==> src/rtl/uart_rx_flagged_if.sv <==
// Bundle between the UART receiver and the crypter stage.
// Handshake: `ready` is the valid flag for `data_out`/`eot`.
// It stays high until the consumer pulses `clear_flag` for one cycle,
// and it drops on the following edge.
// If a new byte lands while `ready` is still high and no acknowledge is
// given in that cycle, `overrun` is raised and the old byte is replaced.
// `state_dbg` exposes the receiver FSM for observation.
interface uart_rx_flagged_if;
    logic       rx;
    logic       clear_flag;
    logic [7:0] data_out;
    logic       ready;
    logic       eot;
    logic       overrun;
    logic       frame_err;
    logic [2:0] state_dbg;

    modport master (
        output rx, clear_flag,
        input  data_out, ready, eot, overrun, frame_err, state_dbg
    );

    modport slave (
        input  rx, clear_flag,
        output data_out, ready, eot, overrun, frame_err, state_dbg
    );
endinterface

==> src/rtl/uart_rx_flagged.sv <==
// 8N1 UART receiver with 16x oversampling and a flag-protected output byte.
// Error flags (overrun, frame_err) are sticky until acknowledged.
module uart_rx_flagged #(
    parameter int         TICK_DIV = 54,
    parameter logic [7:0] EOT_CHAR = 8'h04
) (
    input  logic              clk,
    input  logic              rst,
    uart_rx_flagged_if.slave  bus
);

    typedef enum logic [2:0] {
        IDLE      = 3'd0,
        START     = 3'd1,
        DATA      = 3'd2,
        STOP      = 3'd3,
        WAIT_HIGH = 3'd4
    } state_t;

    localparam int            TW       = (TICK_DIV > 1) ? $clog2(TICK_DIV) : 1;
    localparam logic [TW-1:0] TICK_MAX = TW'(TICK_DIV - 1);

    logic          rx_meta, rx_s;
    logic [TW-1:0] tick_cnt;
    logic          s_tick;
    state_t        state_q, state_d;
    logic [3:0]    s_cnt_q, s_cnt_d;
    logic [2:0]    n_q, n_d;
    logic [7:0]    shreg_q, shreg_d;
    logic          commit, stop_err;
    logic [7:0]    data_q;
    logic          ready_q, eot_q, overrun_q, frame_err_q;

    // Two-flop synchroniser; resets to the idle-high line level.
    always_ff @(posedge clk) begin
        if (rst) begin
            rx_meta <= 1'b1;
            rx_s    <= 1'b1;
        end else begin
            rx_meta <= bus.rx;
            rx_s    <= rx_meta;
        end
    end

    // Free-running oversample tick divider.
    always_ff @(posedge clk) begin
        if (rst || s_tick) tick_cnt <= '0;
        else               tick_cnt <= tick_cnt + 1'b1;
    end

    assign s_tick = (tick_cnt == TICK_MAX);

    // FSM and datapath registers.
    always_ff @(posedge clk) begin
        if (rst) begin
            state_q <= IDLE;
            s_cnt_q <= '0;
            n_q     <= '0;
            shreg_q <= '0;
        end else begin
            state_q <= state_d;
            s_cnt_q <= s_cnt_d;
            n_q     <= n_d;
            shreg_q <= shreg_d;
        end
    end

    // Next state: mid-start check at tick 7, then one sample every 16 ticks.
    always_comb begin
        state_d  = state_q;
        s_cnt_d  = s_cnt_q;
        n_d      = n_q;
        shreg_d  = shreg_q;
        commit   = 1'b0;
        stop_err = 1'b0;
        case (state_q)
            IDLE: begin
                if (!rx_s) begin
                    state_d = START;
                    s_cnt_d = '0;
                end
            end
            START: begin
                if (s_tick) begin
                    if (s_cnt_q == 4'd7) begin
                        if (!rx_s) begin
                            state_d = DATA;
                            s_cnt_d = '0;
                            n_d     = '0;
                        end else begin
                            state_d = IDLE;
                        end
                    end else begin
                        s_cnt_d = s_cnt_q + 4'd1;
                    end
                end
            end
            DATA: begin
                if (s_tick) begin
                    if (s_cnt_q == 4'd15) begin
                        shreg_d = {rx_s, shreg_q[7:1]};
                        s_cnt_d = '0;
                        if (n_q == 3'd7) state_d = STOP;
                        else             n_d     = n_q + 3'd1;
                    end else begin
                        s_cnt_d = s_cnt_q + 4'd1;
                    end
                end
            end
            STOP: begin
                if (s_tick) begin
                    if (s_cnt_q == 4'd15) begin
                        s_cnt_d = '0;
                        if (rx_s) begin
                            commit  = 1'b1;
                            state_d = IDLE;
                        end else begin
                            stop_err = 1'b1;
                            state_d  = WAIT_HIGH;
                        end
                    end else begin
                        s_cnt_d = s_cnt_q + 4'd1;
                    end
                end
            end
            WAIT_HIGH: begin
                // Hold off until the line is released so a break is not a new start.
                if (rx_s) state_d = IDLE;
            end
            default: state_d = IDLE;
        endcase
    end

    // Output flags: acknowledge clears first, a same-cycle commit or error wins.
    always_ff @(posedge clk) begin
        if (rst) begin
            data_q      <= '0;
            ready_q     <= 1'b0;
            eot_q       <= 1'b0;
            overrun_q   <= 1'b0;
            frame_err_q <= 1'b0;
        end else begin
            if (bus.clear_flag) begin
                ready_q     <= 1'b0;
                eot_q       <= 1'b0;
                overrun_q   <= 1'b0;
                frame_err_q <= 1'b0;
            end
            if (commit) begin
                data_q  <= shreg_q;
                ready_q <= 1'b1;
                eot_q   <= (shreg_q == EOT_CHAR);
                if (ready_q && !bus.clear_flag) overrun_q <= 1'b1;
            end
            if (stop_err) frame_err_q <= 1'b1;
        end
    end

    assign bus.data_out  = data_q;
    assign bus.ready     = ready_q;
    assign bus.eot       = eot_q;
    assign bus.overrun   = overrun_q;
    assign bus.frame_err = frame_err_q;
    assign bus.state_dbg = state_q;

endmodule

==> src/flat_wrapper.sv <==
// flat-port wrapper written by rule: the top's interface ports become plain ports
module uart_rx_flagged_flat 
#(
    parameter int         TICK_DIV = 54,
    parameter logic [7:0] EOT_CHAR = 8'h04
)
  (clk, rst, bus_rx, bus_clear_flag, bus_data_out, bus_ready, bus_eot, bus_overrun, bus_frame_err, bus_state_dbg);
  uart_rx_flagged_if bus_i ();
  input  logic clk;
  input  logic rst;
  input wire logic [$bits(bus_i.rx)-1:0] bus_rx;
  input wire logic [$bits(bus_i.clear_flag)-1:0] bus_clear_flag;
  output wire logic [$bits(bus_i.data_out)-1:0] bus_data_out;
  output wire logic [$bits(bus_i.ready)-1:0] bus_ready;
  output wire logic [$bits(bus_i.eot)-1:0] bus_eot;
  output wire logic [$bits(bus_i.overrun)-1:0] bus_overrun;
  output wire logic [$bits(bus_i.frame_err)-1:0] bus_frame_err;
  output wire logic [$bits(bus_i.state_dbg)-1:0] bus_state_dbg;
  assign bus_i.rx = bus_rx;
  assign bus_i.clear_flag = bus_clear_flag;
  assign bus_data_out = bus_i.data_out;
  assign bus_ready = bus_i.ready;
  assign bus_eot = bus_i.eot;
  assign bus_overrun = bus_i.overrun;
  assign bus_frame_err = bus_i.frame_err;
  assign bus_state_dbg = bus_i.state_dbg;
  uart_rx_flagged #(.TICK_DIV(TICK_DIV), .EOT_CHAR(EOT_CHAR)) u_core (.clk(clk), .rst(rst), .bus(bus_i));
endmodule
==> config.mk <==
export PLATFORM = sky130hd
export DESIGN_NAME = uart_rx_flagged_flat
export DESIGN_NICKNAME = d
export VERILOG_FILES = /design/src/rtl/uart_rx_flagged_if.sv /design/src/rtl/uart_rx_flagged.sv /design/src/flat_wrapper.sv
export SDC_FILE = /design/constraint.sdc
export NUM_CORES = 1
export LEC_CHECK = 0
export CORE_MARGIN = 5
export CORE_UTILIZATION = 35
export DETAILED_ROUTE_END_ITERATION = 12
export PLACE_DENSITY = 0.65
export REMOVE_ABC_BUFFERS = 1
export SLEW_MARGIN = 20
export SYNTH_ARGS = -nofsm -noshare
export SYNTH_HDL_FRONTEND = slang
export SYNTH_SLANG_ARGS = --single-unit
==> constraint.sdc <==
create_clock -name clk -period 1.6 [get_ports clk]
set_input_delay 0.32 -clock clk [delete_from_list [all_inputs] [get_ports clk]]
set_output_delay 0.32 -clock clk [all_outputs]
set_load 0.01 [all_outputs]
==> flow_metrics.tcl <==
set metrics [dict create \
    design.portCount 19 \
    clkSlewWorstSetupHoldPaths_ns 0.08 \
    cp.buffers_inverters 1 \
    min_period_ns 1.53 \
    grt_overflow 0 \
    hold_depth 1 \
    tightest_slew_ns 0.485 \
    postCtsHoldBufs 0 \
    nets 246 \
    synthTopCellsByArea "dfxtp_1 41%, mux2i_1 11%, nand2b_1 7.3%" \
    leakagePower_nw 0.946 \
    drtAntennaViolNets 0 \
    synth_top_area_share 0.405 \
    min_to "u_core.rx_s" \
    peakVddDrop_mv 0.473 \
    critPathMaxFanout 8 \
    rrSetupSlack_ns 0.07 \
    max_stage_delay_ns 0.35 \
    critPathArrivalTime_ns 1.75 \
    powerDensity_nw_per_um2 693 \
    setup-tns-final_ns 0 \
    seq_area_frac_synth 0.405 \
    end_kind "register" \
    numCtsBuffers 5 \
    rr_worst_depth 6 \
    track_usage 0.116 \
    required_ns 1.82 \
    power_frac_comb 0.057 \
    max_freq_ghz 0.653 \
    yosysTopAreaCell "dfxtp_1" \
    hold_viol 0 \
    drc 0 \
    cts_tree "done" \
    path_cells "ha_4 > and4_1 > and4_4 > and3_4 > buf_12 > mux2i_1" \
    power.internal_w 0.00131 \
    yosys_warnings 0 \
    ys_top_cells_by_count "38 x dfxtp_1, 22 x nand2b_1, 20 x mux2i_1, 18 x nor2_1" \
    pwr-share-seq 0.564 \
    fin_crit_sh 0.957 \
    place_congestion 0.870 \
    rsz0062_at_grt "true" \
    r2r-end "u_core.bus.data_out[3]" \
    finalWirelength_mm 3.93 \
    io_buffers 18 \
    layout_setup_ws_ns 0.0687 \
    place_ws_ns -0.0411 \
    drt-wirelength-per-cell_um 12.8 \
    n_fill_cell 475 \
    syn_area_um2 1880 \
    cpMaxStageDelayCell "dfxtp_2" \
    die_h_um 83.3 \
    power_frac_clock 0.379 \
    crit_type "reg -> reg" \
    grt_pass1_wl_mm 6.78 \
    syn2layout_area_growth_pct 30.3 \
    switching_share 0.228 \
    vias 1539 \
    first_global_vias 1495 \
    crit_path_start_kind "register" \
    cts.htree.levels 2 \
    grt_max_degree 17 \
    cts_buffer_depth 2 \
    r2r-start "u_core.s_cnt_q[1]" \
    dpl.hpwl_mm 2.93 \
    fp.dieArea_um2 6930 \
    synth-seq-cells 38 \
    drive_gt1_frac 0.248 \
    dr.pass1.iters 4 \
    clock-sinks 38 \
    synth_cell_types 47 \
    relSlewSlack 0.668 \
    skew_ns 0.00745 \
    yosysMostFrequentCell "dfxtp_1" \
    synth_edf_count 0 \
    drt_iter0_drc 122 \
    critPathTopFamily "simple AND/OR/NAND/NOR gates" \
    rows 26 \
    syn_inst 199 \
    drv_cap 0 \
    core_area_um2 5170 \
    insertion_delay_ns 0.29 \
    synth_flop_cell "dfxtp_1" \
    power_switching_w 0.000387 \
    start_util 0.363 \
    diodes 0 \
    status "complete, no violations" \
    antenna_found_initial 0 \
    hp-start "u_core.rx_meta" \
    setup_viol 0 \
    slew_viol_final 0 \
    syn_area_per_cell_um2 9.44 \
    cts_root_buf "clkbuf_8" \
    die_w_um 83.3 \
    vias_per_cell 5.00 \
    hp-class "reg -> reg" \
    async_flop_share 0 \
]
power groups by stage:
| stage | Sequential [W] | Clock [W] | Combinational, W |
|---|---|---|---|
| final | 0.000956 | 0.000643 | 0.0000974 |
| after global routing | 0.000957 | 0.000705 | 0.000108 |
| after CTS | 0.000956 | 0.000671 | 0.0000951 |
| after detailed placement | 0.000983 | 0 | 0.0000947 |
| after global placement | 0.000983 | 0 | 0.0000938 |
| after floorplan | 0.000983 | 0 | 0.0000375 |
area by class of cell:
class	instances	area, um2	share of cell area
inverters	4	15.0	0.00613
repair buffers	44	400	0.164
flip-flops and latches	38	776	0.317
clock inverters	2	13.8	0.00562
well taps	70	87.6	0.0358
multi-input cells	144	1080	0.442
clock buffers	6	72.6	0.0297
worst register-to-register path, stage by stage, from the launching register on:
cell     delay [ns]
dfxtp_2        0.35
ha_4           0.15
and4_1         0.22
and4_4         0.23
and3_4         0.19
buf_12         0.13
mux2i_1        0.18
per-layer routing:
metal,GRT usage,vias to the layer above,routed length (um),part of all wire
li1,-,784,-,-
met1,0.153,715,1930,0.49
met2,0.186,33,1820,0.46
met3,0.0257,7,124,0.032
met4,0.0401,0,57,0.015
met5,0,-,0,0
worst max path at each step:
stage,depth (start not counted),endpoint,start,slack (ns)
after floorplan,5,u_core.bus.data_out[0],u_core.s_cnt_q[0],-0.19
after global placement,6,u_core.bus.data_out[4],u_core.s_cnt_q[0],0.01
after detailed placement,6,u_core.bus.data_out[5],u_core.s_cnt_q[1],-0.04
after CTS,1,bus_state_dbg[2],u_core.bus.state_dbg[2],0.004
after global routing,6,u_core.bus.data_out[5],u_core.s_cnt_q[1],-0.02
final,6,u_core.bus.data_out[3],u_core.s_cnt_q[1],0.07
through the flow:
stage          power (W)   util  instances  hold slack (ns)  cell area [um2]
4_1_cts          0.00172  0.463        307            0.413             2390
5_1_grt          0.00177  0.473        308            0.428             2450
3_5_place_dp     0.00108  0.442        299            0.396             2280
3_3_place_gp     0.00108  0.442        299            0.395             2280
2_1_floorplan    0.00102      -        186            0.389             1800
6_report         0.00170  0.473        308            0.408             2450
flip-flops by register name, summed over array words and instances (netlist names):
register and cells:
u_core.rx_meta 1, u_core.bus.ready 1, u_core.rx_s 1, u_core.bus.eot 1, u_core.n_q 3, u_core.bus.frame_err 1
u_core.s_cnt_q 4, u_core.tick_cnt 6, u_core.bus.overrun 1, u_core.bus.data_out 8, u_core.bus.state_dbg 3, u_core.shreg_q 8
placed cells by master (no fill, tap or decap), types with 2 or more instances in the layout:
master,synthesis,final
dfxtp_4,0,3
clkdlybuf4s50_1,0,15
ha_1,5,3
nand2_1,6,6
nand2b_1,22,22
or2_2,3,3
nor2b_1,2,2
a21oi_1,8,7
a31oi_1,3,3
nor4b_1,2,2
buf_4,2,24
dfxtp_2,0,3
mux2i_1,20,20
nor2_1,18,17
dlygate4sd2_1,0,2
inv_1,4,4
or3_1,2,2
and3_4,0,2
xnor2_1,4,4
nor3_1,8,8
dfxtp_1,38,32
xor2_1,3,3
nand3_1,8,8
buf_12,0,2
clkbuf_8,0,5
timing repair:
| item | in CTS | in global routing |
|---|---|---|
| gates cloned | 0 | 0 |
| gates resized for setup | 12 | 11 |
| buffers inserted | 0 | 1 |
| endpoints found under the setup margin | 13 | 24 |
| hold endpoints to repair | 0 | 0 |
cell families (layout without fill, tap and decap cells):
| logic type | Yosys count | after routing | share of synthesized area |
|---|---|---|---|
| xor+xnor | 7 | 7 | 0.0326 |
| simple gates | 85 | 85 | 0.262 |
| mux | 20 | 20 | 0.107 |
| buf+inv | 17 | 56 | 0.0473 |
| flops | 38 | 38 | 0.405 |
| fa+ha+maj | 5 | 5 | 0.0333 |
| compound gates | 27 | 27 | 0.113 |
Power figures use the tool's default switching activity.
==> edit, RTL diff (config.mk and constraints unchanged) <==
`TICK_DIV` is set to 54 in 2 places; all go to 108.
--- a/src/rtl/uart_rx_flagged.sv
+++ b/src/rtl/uart_rx_flagged.sv
@@ -1,7 +1,7 @@
 // 8N1 UART receiver with 16x oversampling and a flag-protected output byte.
 // Error flags (overrun, frame_err) are sticky until acknowledged.
 module uart_rx_flagged #(
-    parameter int         TICK_DIV = 54,
+    parameter int         TICK_DIV = 108,
     parameter logic [7:0] EOT_CHAR = 8'h04
 ) (
     input  logic              clk,
--- a/src/flat_wrapper.sv
+++ b/src/flat_wrapper.sv
@@ -1,7 +1,7 @@
 // flat-port wrapper written by rule: the top's interface ports become plain ports
 module uart_rx_flagged_flat 
 #(
-    parameter int         TICK_DIV = 54,
+    parameter int         TICK_DIV = 108,
     parameter logic [7:0] EOT_CHAR = 8'h04
 )
   (clk, rst, bus_rx, bus_clear_flag, bus_data_out, bus_ready, bus_eot, bus_overrun, bus_frame_err, bus_state_dbg);
Function: same outputs for any inputs over 10 cycles, from zero or initial values and one cycle with rst high; that may be too few to reach the edited logic, so the function may still have changed.
==> edit against the unedited design <==
  * Via count is 7.7% higher
  * Worst hold slack improved by 0.020 ns
  * Wire length rose by 11%
  * Final area up 10%
  * Maximum frequency is 3.7% lower
  * Non-clock buffer count is 12 higher
  * Global-route usage increased by 0.59 points
  * Synthesized cell count grew 3.5%
  * Area after synthesis increased by 0.67%
  * Sequential cell count rose by 1
  * Setup slack lost 0.059 ns
  * Critical path type unchanged
  * Highest routed layer unchanged
Power is not compared: it rests on default switching activity, and its combinational part moved more than twofold at a synthesized area within 25%.
==> edit: results (changes against the unedited design) <==
stage;metric;value;unit;change
critical_path;Reg2Reg Setup Slack;0.01;ns;-0.06 ns
hold_path;min-delay worst type;reg2reg;;
logic_synthesis;post-synthesis compound-gate area fraction;11.3;%;-0.075 points
drt;DRT Pass-1 Iters;4;;unchanged
critical_path;Worst Setup SP;u_core.s_cnt_q[1];;
logic_synthesis;largest cells by area after synthesis;dfxtp_1 (41%), mux2i_1 (11%), nand2_1 (5.2%);;
pwr;Pwr Density;770;mW/mm^2;
final_layout;final net count;266;;+8.1%
sta;clk_skew;0.00738;ns;-0.0000615 ns
global_route;first-pass GRT wire length;7090;um;+4.6%
placed_design;Placed Area;0.00238;sq mm;+4.2%
critical_path;CP max-delay cell;dfxtp_2;;
critical_path;Reg2Reg Depth;6;;unchanged
critical_path;Critical Path Max Stage Delay;0.36;ns;
global_route;largest net degree at the start of global routing;26;;+9
placed_design;Port Buffers;18;;unchanged
clock_tree;worst-skew pair later-pin latency;0.30;ns;
drt;vias per cell;5.04;;+0.86%
critical_path;critical-path maximum fanout;4;;-4
logic_synthesis;xor and xnor area share after synthesis;2.32;%;-0.95 points
critical_path;Arr. time, crit path;1.81;ns;+0.06 ns
logic_synthesis;synth unique cells;46;;-2.1%
pwr;maximum VDD drop;0.000304;V;
drt;routed length per instance;13.2;um;+3.6%
logic_synthesis;Main synth FF type;dfxtp_1;;
critical_path;crit-path leading delay family;flip-flops;;
clock_tree;Worst-path clk slew;0.08;ns;about the same
global_route;number of global-route vias before repair;1551;;+3.7%
logic_synthesis;FFs w/ async S/R, synth;0;%;unchanged
status;status;finished, final reports clean;;
placed_design;Post-DP HPWL;2920;um;-0.37%
logic_synthesis;most instantiated cells after synthesis;dfxtp_1 (39), nand2_1 (26), mux2i_1 (20), nor2_1 (20), nor3_1 (8);;
critical_path;Worst Setup End Kind;flip-flop;;
drt;Vias;1658;;+7.7%
global_route;GR Util All Layers;12.2;%;+0.59 points
logic_synthesis;Adder-Cell Fraction of Synth Area;2.65;%;-0.68 points
placed_design;placed insts;315;;+5.4%
clock_tree;total CTS buffers;5;;unchanged
logic_synthesis;Gate Count Post-Synth;206;;+3.5%
clock_tree;maximum root-to-sink buffer count;2;;unchanged
logic_synthesis;mux contribution to synthesized area;11.8;%;+1.1 points
sta;Fin. Hold Viols;0;;unchanged
global_route;initial antenna violation count;0;;unchanged
critical_path;FF-to-FF Start;u_core.s_cnt_q[1];;
placed_design;RePlAce Congestion;0.916;;+5.2%
final_layout;layout cells sized above 1;32.4;%;+7.6 points
final_layout;Inserted Diodes;0;;unchanged
pwr;leakage power;1.05;nW;
clock_tree;# H-tree levels;2;;unchanged
critical_path;Worst R2R End;u_core.n_q[0];;
drt;Iter 0 DRT Violations;77;;-37%
sta;worst-margin pin slew;0.326;ns;-0.159 ns
final_layout;Filler cells;459;;-3.4%
logic_synthesis;sequential fraction of the synthesis area;41.3;%;+0.79 points
==> edit: cell types whose count changed in the layout (fill, tap and decap cells not counted), sizes merged, moves of 3 or more <==
cell / before / now
a21oi: 8 / 4
nor2b: 2 / 6
nand2: 6 / 26
a311oi: 3 / 0
buf: 26 / 38
nand2b: 22 / 3
o21ai: 1 / 5
==> edit: cell type report <==
cell class	count	share of cell area, %
Clock buffer	6	2.69
Timing Repair Buffer	56	18.6
Inverter	6	0.834
Clock inverter	2	0.464
Sequential cell	39	29.4
Tap cell	70	3.25
Multi-Input combinational cell	150	44.7
==> edit: cells by family (layout without fill, tap and decap cells) <==
logic type / Yosys count / in the layout
AO/OA/AOI/OAI: 26 / 26
XOR/XNOR: 5 / 5
adder cells (fa/ha/maj): 4 / 4
buffers and inverters: 17 / 70
flip-flops: 39 / 39
multiplexers: 22 / 22
AND/OR/NAND/NOR: 93 / 93
==> edit: worst min path at each step <==
stage	start	end	slack (ns)	depth (start not counted)
2_1_floorplan	rst	u_core.tick_cnt[6]	0.39	1
3_3_place_gp	u_core.rx_meta	u_core.rx_s	0.40	1
5_1_grt	u_core.rx_meta	u_core.rx_s	0.44	1
4_1_cts	u_core.rx_meta	u_core.rx_s	0.43	1
3_5_place_dp	u_core.rx_meta	u_core.rx_s	0.41	1
6_report	u_core.rx_meta	u_core.rx_s	0.43	1
==> edit: layer usage <==
layer	wire (um)	vias up	track usage (%)
met1	2010	780	15.0
met4	116	0	6.43
met3	203	8	3.26
met2	2020	38	19.4
met5	0	-	0
li1	-	832	-
==> edit: metrics by stage <==
step	TNS [ns]	worst slack, ns
4_1_cts	-0.0216	-0.00798
3_3_place_gp	-0.437	-0.0936
2_1_floorplan	-1.95	-0.168
5_1_grt	-0.348	-0.0751
3_5_place_dp	-0.696	-0.105
6_report	0	0.00969
==> edit: power by group <==
part / switching [mW] / internal (mW)
clock network: 0.357 / 0.305
logic: 0.204 / 0.185
registers: 0.0365 / 0.992
total: 0.597 / 1.48
==> edit: repair_timing <==
action                                  CTS  global route
resized for setup                        25            22
endpoints found under the setup margin   24            26
pin swaps                                 5             5
buffers inserted                          2             4
